==> src/rtl/mem_access.sv <==
// Memory-stage responder: turns load/store requests into single word-aligned ready/ack bus transactions.
// Latency: non-memory ops pass through combinationally; a zero-wait load/store completes in 3 cycles, plus 1 per wait cycle.
// Backpressure: stallreq_o holds the pipeline while a transaction is outstanding; a missing ack aborts after TIMEOUT_CYCLES.
module mem_access #(
    parameter int TIMEOUT_CYCLES = 16,
    parameter int CNT_WIDTH      = 5
) (
    input  logic        clk_i,
    input  logic        rst_i,
    input  logic [4:0]  reg_waddr_i,
    input  logic        reg_we_i,
    input  logic [31:0] reg_wdata_i,
    input  logic        mem_we_i,
    input  logic [31:0] mem_addr_i,
    input  logic [31:0] mem_data_i,
    input  logic [3:0]  mem_op_i,
    output logic [4:0]  reg_waddr_o,
    output logic        reg_we_o,
    output logic [31:0] reg_wdata_o,
    output logic        bus_req_o,
    output logic        bus_we_o,
    output logic [31:0] bus_addr_o,
    output logic [31:0] bus_wdata_o,
    output logic [3:0]  bus_be_o,
    input  logic        bus_ack_i,
    input  logic [31:0] bus_rdata_i,
    output logic        stallreq_o,
    output logic        misalign_o,
    output logic        bus_err_o
);

    localparam logic [3:0] OP_LB  = 4'd1;
    localparam logic [3:0] OP_LH  = 4'd2;
    localparam logic [3:0] OP_LW  = 4'd3;
    localparam logic [3:0] OP_LBU = 4'd4;
    localparam logic [3:0] OP_LHU = 4'd5;
    localparam logic [3:0] OP_SB  = 4'd6;
    localparam logic [3:0] OP_SH  = 4'd7;
    localparam logic [3:0] OP_SW  = 4'd8;

    localparam logic [CNT_WIDTH-1:0] CNT_LAST = CNT_WIDTH'(TIMEOUT_CYCLES - 1);

    typedef enum logic [1:0] {
        IDLE = 2'd0,
        BUS  = 2'd1,
        DONE = 2'd2
    } state_t;

    state_t               state_q, state_d;
    logic [CNT_WIDTH-1:0] cnt_q, cnt_d;
    logic                 bus_req_q, bus_req_d;
    logic                 bus_we_q, bus_we_d;
    logic [31:0]          bus_addr_q, bus_addr_d;
    logic [31:0]          bus_wdata_q, bus_wdata_d;
    logic [3:0]           bus_be_q, bus_be_d;
    logic [3:0]           op_q, op_d;
    logic [1:0]           off_q, off_d;
    logic [31:0]          rdata_q, rdata_d;
    logic                 valid_q, valid_d;

    logic        is_byte_in, is_half_in, is_word_in, is_store_in, is_mem_in, misal_in;
    logic [3:0]  be_in;
    logic [31:0] wdata_in;
    logic        load_q;
    logic [7:0]  ld_byte;
    logic [15:0] ld_half;
    logic [31:0] ld_fmt;

    // The store flag is implied by the op code; kept on the port for interface compatibility.
    logic unused_mem_we;
    assign unused_mem_we = mem_we_i;

    // Decode the incoming op: access size, direction, alignment, lane enables and replicated store data.
    always_comb begin
        is_byte_in  = (mem_op_i == OP_LB) || (mem_op_i == OP_LBU) || (mem_op_i == OP_SB);
        is_half_in  = (mem_op_i == OP_LH) || (mem_op_i == OP_LHU) || (mem_op_i == OP_SH);
        is_word_in  = (mem_op_i == OP_LW) || (mem_op_i == OP_SW);
        is_store_in = (mem_op_i == OP_SB) || (mem_op_i == OP_SH) || (mem_op_i == OP_SW);
        is_mem_in   = is_byte_in || is_half_in || is_word_in;
        misal_in    = (is_half_in && mem_addr_i[0]) ||
                      (is_word_in && (mem_addr_i[1:0] != 2'b00));
        be_in       = 4'b0000;
        wdata_in    = mem_data_i;
        if (is_byte_in) begin
            be_in    = 4'b0001 << mem_addr_i[1:0];
            wdata_in = {4{mem_data_i[7:0]}};
        end else if (is_half_in) begin
            be_in    = mem_addr_i[1] ? 4'b1100 : 4'b0011;
            wdata_in = {2{mem_data_i[15:0]}};
        end else if (is_word_in) begin
            be_in    = 4'b1111;
        end
    end

    // Extract and extend the addressed lane of the returned read word using the latched op and offset.
    always_comb begin
        load_q  = (op_q == OP_LB) || (op_q == OP_LH) || (op_q == OP_LW) ||
                  (op_q == OP_LBU) || (op_q == OP_LHU);
        ld_byte = bus_rdata_i[{off_q, 3'b000} +: 8];
        ld_half = bus_rdata_i[{off_q[1], 4'b0000} +: 16];
        case (op_q)
            OP_LB:   ld_fmt = {{24{ld_byte[7]}}, ld_byte};
            OP_LBU:  ld_fmt = {24'd0, ld_byte};
            OP_LH:   ld_fmt = {{16{ld_half[15]}}, ld_half};
            OP_LHU:  ld_fmt = {16'd0, ld_half};
            default: ld_fmt = bus_rdata_i;
        endcase
    end

    // Next-state logic plus the combinational writeback, stall and flag outputs.
    always_comb begin
        state_d     = state_q;
        cnt_d       = cnt_q;
        bus_req_d   = bus_req_q;
        bus_we_d    = bus_we_q;
        bus_addr_d  = bus_addr_q;
        bus_wdata_d = bus_wdata_q;
        bus_be_d    = bus_be_q;
        op_d        = op_q;
        off_d       = off_q;
        rdata_d     = rdata_q;
        valid_d     = valid_q;
        reg_waddr_o = reg_waddr_i;
        reg_we_o    = reg_we_i;
        reg_wdata_o = reg_wdata_i;
        stallreq_o  = 1'b0;
        misalign_o  = 1'b0;
        bus_err_o   = 1'b0;
        case (state_q)
            IDLE: begin
                if (is_mem_in) begin
                    reg_we_o = 1'b0;
                    if (misal_in) begin
                        // Misaligned accesses are dropped here and never reach the bus.
                        misalign_o = 1'b1;
                    end else begin
                        stallreq_o  = 1'b1;
                        bus_req_d   = 1'b1;
                        bus_we_d    = is_store_in;
                        bus_addr_d  = {mem_addr_i[31:2], 2'b00};
                        bus_wdata_d = wdata_in;
                        bus_be_d    = be_in;
                        op_d        = mem_op_i;
                        off_d       = mem_addr_i[1:0];
                        cnt_d       = '0;
                        valid_d     = 1'b0;
                        state_d     = BUS;
                    end
                end
            end
            BUS: begin
                stallreq_o = 1'b1;
                reg_we_o   = 1'b0;
                // An ack wins over a timeout landing in the same cycle.
                if (bus_ack_i) begin
                    bus_req_d = 1'b0;
                    valid_d   = 1'b1;
                    if (load_q) begin
                        rdata_d = ld_fmt;
                    end
                    state_d = DONE;
                end else if (cnt_q == CNT_LAST) begin
                    bus_req_d = 1'b0;
                    bus_err_o = 1'b1;
                    valid_d   = 1'b0;
                    state_d   = DONE;
                end else begin
                    cnt_d = cnt_q + 1'b1;
                end
            end
            DONE: begin
                state_d = IDLE;
                if (load_q && valid_q) begin
                    reg_we_o    = reg_we_i;
                    reg_wdata_o = rdata_q;
                end else begin
                    reg_we_o = 1'b0;
                end
            end
            default: begin
                state_d = IDLE;
            end
        endcase
    end

    // State, counter and latched bus-transaction registers.
    always_ff @(posedge clk_i or posedge rst_i) begin
        if (rst_i) begin
            state_q     <= IDLE;
            cnt_q       <= '0;
            bus_req_q   <= 1'b0;
            bus_we_q    <= 1'b0;
            bus_addr_q  <= 32'd0;
            bus_wdata_q <= 32'd0;
            bus_be_q    <= 4'd0;
            op_q        <= 4'd0;
            off_q       <= 2'd0;
            rdata_q     <= 32'd0;
            valid_q     <= 1'b0;
        end else begin
            state_q     <= state_d;
            cnt_q       <= cnt_d;
            bus_req_q   <= bus_req_d;
            bus_we_q    <= bus_we_d;
            bus_addr_q  <= bus_addr_d;
            bus_wdata_q <= bus_wdata_d;
            bus_be_q    <= bus_be_d;
            op_q        <= op_d;
            off_q       <= off_d;
            rdata_q     <= rdata_d;
            valid_q     <= valid_d;
        end
    end

    assign bus_req_o   = bus_req_q;
    assign bus_we_o    = bus_we_q;
    assign bus_addr_o  = bus_addr_q;
    assign bus_wdata_o = bus_wdata_q;
    assign bus_be_o    = bus_be_q;

endmodule

==> config.mk <==
export PLATFORM = sky130hd
export DESIGN_NAME = mem_access
export DESIGN_NICKNAME = d
export VERILOG_FILES = /design/src/rtl/mem_access.sv
export SDC_FILE = /design/constraint.sdc
export NUM_CORES = 1
export LEC_CHECK = 0
export BUFFER_PORTS_ARGS = -buffer_cell sky130_fd_sc_hd__buf_2
export CELL_PAD_IN_SITES_DETAIL_PLACEMENT = 1
export CELL_PAD_IN_SITES_GLOBAL_PLACEMENT = 1
export CORE_ASPECT_RATIO = 0.7
export CORE_MARGIN = 2
export CORE_UTILIZATION = 33
export CTS_BUF_LIST = sky130_fd_sc_hd__clkbuf_4 sky130_fd_sc_hd__clkbuf_8
export DETAILED_ROUTE_END_ITERATION = 10
export PLACE_DENSITY_LB_ADDON = 0.05
export SYNTH_ARGS = -nofsm -noshare
export SYNTH_HDL_FRONTEND = slang
export SYNTH_SLANG_ARGS = --single-unit
==> constraint.sdc <==
create_clock -name clk_i -period 3.6 [get_ports clk_i]
set_input_delay 0.72 -clock clk_i [delete_from_list [all_inputs] [get_ports clk_i]]
set_output_delay 0.72 -clock clk_i [all_outputs]
set_load 0.05 [all_outputs]
==> results.yml <==
placement:
  placed_cells: 1121
  place_area_sq_mm: 0.00747
  gp_congestion: 0.833
  port_buffers: 239
  post-dp-hpwl_um: 15600
  dpl_worst_slack_ns: 0.529
status:
  violations: "design-rule violations"
  status: "finished with violations"
power:
  fin_total_pwr_mw: 7.42
  p_per_area_mw_per_mm2: 945
  peakVddDrop_v: 0.000433
  p_leak_nw: 3.88
clocking:
  cts_root_buf: "clkbuf_8"
  cts_buffers: 17
  cts_sinks: 114
  tritoncts: "yes"
  cts_max_path_buffers: 2
  cts.repair.resized: 0
  clkTransAtPathRegs_ns: 0.08
  h-tree-depth: 4
  clock_latency_ns: 0.45
  hold_buffers: 0
  cts_post_setup_buffers_inserted: 0
die:
  rows: 41
  core_sq_mm: 0.0182
  initial_utilization: 0.339
  die-area_sq_mm: 0.0198
  die_h_um: 118
  dieWidth_um: 167
  ioPinCount: 253
yosys:
  synthArstFlopShare: 1.00
  synth_compound_area_frac: 0.173
  yosys.area_share.simple: 0.218
  synth_area_sq_mm: 0.00615
  yosys-mux-area-fraction: 0.0817
  yosysSeqAreaShare: 0.464
  synth_xor_area_frac: 0.00285
  ys_seq_elements: 114
  synth_fa_ha_area_frac: 0.00407
  synth_cell_type_count: 64
  avgSynthCellArea_sq_um: 8.93
  synth-main-ff-cell: "dfrtp_1"
  yosysWarnings: 0
  syn_inst: 689
  synth_top_family_by_area: "simple AND/OR/NAND/NOR gates"
  synth-edff-count: 0
layout:
  drive_above_1_share: 0.375
  fill_cells: 2216
  syn_to_final_growth_pct: 27.7
  final_core_util: 0.433
  fin_nets: 1048
  stdcell_area_sq_mm: 0.00786
  layout_commonest_cell: "buf_2"
  final_cells: 1154
  layout_common_cells: "239 x buf_2, 195 x nand2_1, 113 x dfrtp_1, 59 x nor2_1, 33 x a21oi_1"
global_route:
  grt_pass1_vias: 6261
  grtUsageTotal: 0.222
  overflow: 0
  antenna_found_initial: 1
  grt_max_degree: 115
  grt_first_pass_wirelength_um: 34500
routing:
  wire_per_inst_um: 18.4
  antenna_left: 0
  drtIter0Drc: 413
  num_vias: 5856
  avgViaCountPerCell: 5.07
  drc: 16
  firstDrtPassIters: 8
  wl_um: 21300
sta:
  max-slew-margin-rel: 0.315
  fin_crit_ns: 3.37
  min_period_over_period: 0.935
  hold_viol_final: 0
  hold_ws_ns: 0.425
  grt_setup_unrepaired: "false"
  setup_ws_ns: 0.233
  fmax_mhz: 297
  fin_tns_setup_ns: 0
  slew_violations: 0
  worst_clock_skew_ns: 0.0140
  setup_viol: 0
  worst_slew_pin_slew_ns: 1.02
worst_setup_path:
  cp-start-kind: "flip-flop"
  worstReg2RegStart: "state_q[0]$_DFFE_PP0P_"
  rr_worst_depth: 5
  cpPeakStageDelay_ns: 0.63
  cp-end-kind: "output pin"
  crit_path_top_delay_cell: "dfrtp_1"
  path_class: "flip-flop to output pin"
  critPathBufInv: 2
  crit_required_ns: 2.88
  crit_fanout: 31
  r2r_end: "rdata_q[7]$_DFFE_PP0P_"
  critPathTopFamily: "simple AND/OR/NAND/NOR gates"
  cp.arrival_ns: 2.65
  crit_chain: "nor3_1 -> nand2b_2 -> nor4_4 -> buf_12 -> mux2_2 -> buf_2"
  reg2reg_slack_ns: 1.23
run:
  cap_violations: 0
min_path:
  hold_path_class: "primary input to asynchronous set/reset pin"
-- cells by family (layout without fill, tap and decap cells) --
kind of cell,after synthesis,count (layout)
XOR/XNOR,2,2
adder cells (fa/ha/maj),2,2
other,1,3
multiplexers,45,45
AO/OA/AOI/OAI,147,147
AND/OR/NAND/NOR,312,312
flip-flops,114,114
buffers and inverters,66,293
-- sequential cells by signal, indices dropped and copies added, names as in the netlist, 2 cells and up --
| signal | flops |
|---|---|
| bus_wdata_o | 32 |
| rdata_q | 32 |
| off_q | 2 |
| bus_be_o | 4 |
| op_q | 4 |
| bus_addr_o | 30 |
| state_q | 2 |
| cnt_q | 5 |
-- worst max-delay path by stage --
stage	slack, ns	startpoint	depth (start not counted)	end
final	0.23	op_q[0]$_DFFE_PP0P_	6	reg_wdata_o[26]
after global routing	0.02	op_q[0]$_DFFE_PP0P_	6	reg_wdata_o[26]
after CTS	0.04	op_q[2]$_DFFE_PP0P_	6	reg_wdata_o[15]
after detailed placement	0.53	op_q[2]$_DFFE_PP0P_	6	reg_wdata_o[15]
after global placement	0.62	op_q[2]$_DFFE_PP0P_	6	reg_wdata_o[27]
after floorplan	0.43	mem_op_i[1]	6	misalign_o
-- cell usage after synthesis, types with 3 or more instances --
master | count | area [sq um]
dfrtp_1 | 114 | 2850
mux2_2 | 32 | 360
a21oi_1 | 33 | 165
nand2b_1 | 6 | 37.5
clkbuf_1 | 15 | 56.3
o41ai_2 | 5 | 81.3
nor3_1 | 14 | 70.1
mux2i_1 | 12 | 120
a221oi_1 | 6 | 52.6
o22ai_1 | 11 | 68.8
inv_1 | 13 | 48.8
nor2_1 | 59 | 221
a31oi_1 | 17 | 106
nand2_1 | 195 | 732
buf_2 | 20 | 100
nand3_1 | 7 | 35.0
buf_4 | 15 | 113
a22oi_1 | 3 | 22.5
nor2b_1 | 9 | 56.3
or2_2 | 7 | 43.8
o21ai_0 | 31 | 155
o31ai_1 | 11 | 82.6
-- where the power goes --
part / switching, mW / internal (mW) / total (mW)
sequential: 0.465 / 1.88 / 2.34
clock: 0.632 / 0.563 / 1.19
combinational: 2.86 / 1.02 / 3.88
-- cell type report --
cell class | instances | area (sq um) | area share
antenna | 1 | 2.50 | 0.000319
clock buffer | 17 | 234 | 0.0298
clock inverter | 15 | 149 | 0.0190
inverter | 13 | 52.6 | 0.00669
multi-input combinational | 510 | 2970 | 0.378
sequential | 114 | 2850 | 0.363
tap | 236 | 295 | 0.0376
timing repair buffer | 248 | 1300 | 0.166
-- tightest hold or removal path: cells and delay by family --
family / cells / cell delay [ns]
buffers and inverters: 3 / 0.62
-- per-layer routing --
layer	track usage	share of wire
met3	0.0650	0.076
met4	0.0630	0.016
met2	0.341	0.44
met5	0	0.00052
met1	0.305	0.47
Note: power is estimated with default switching activity, not from simulation.
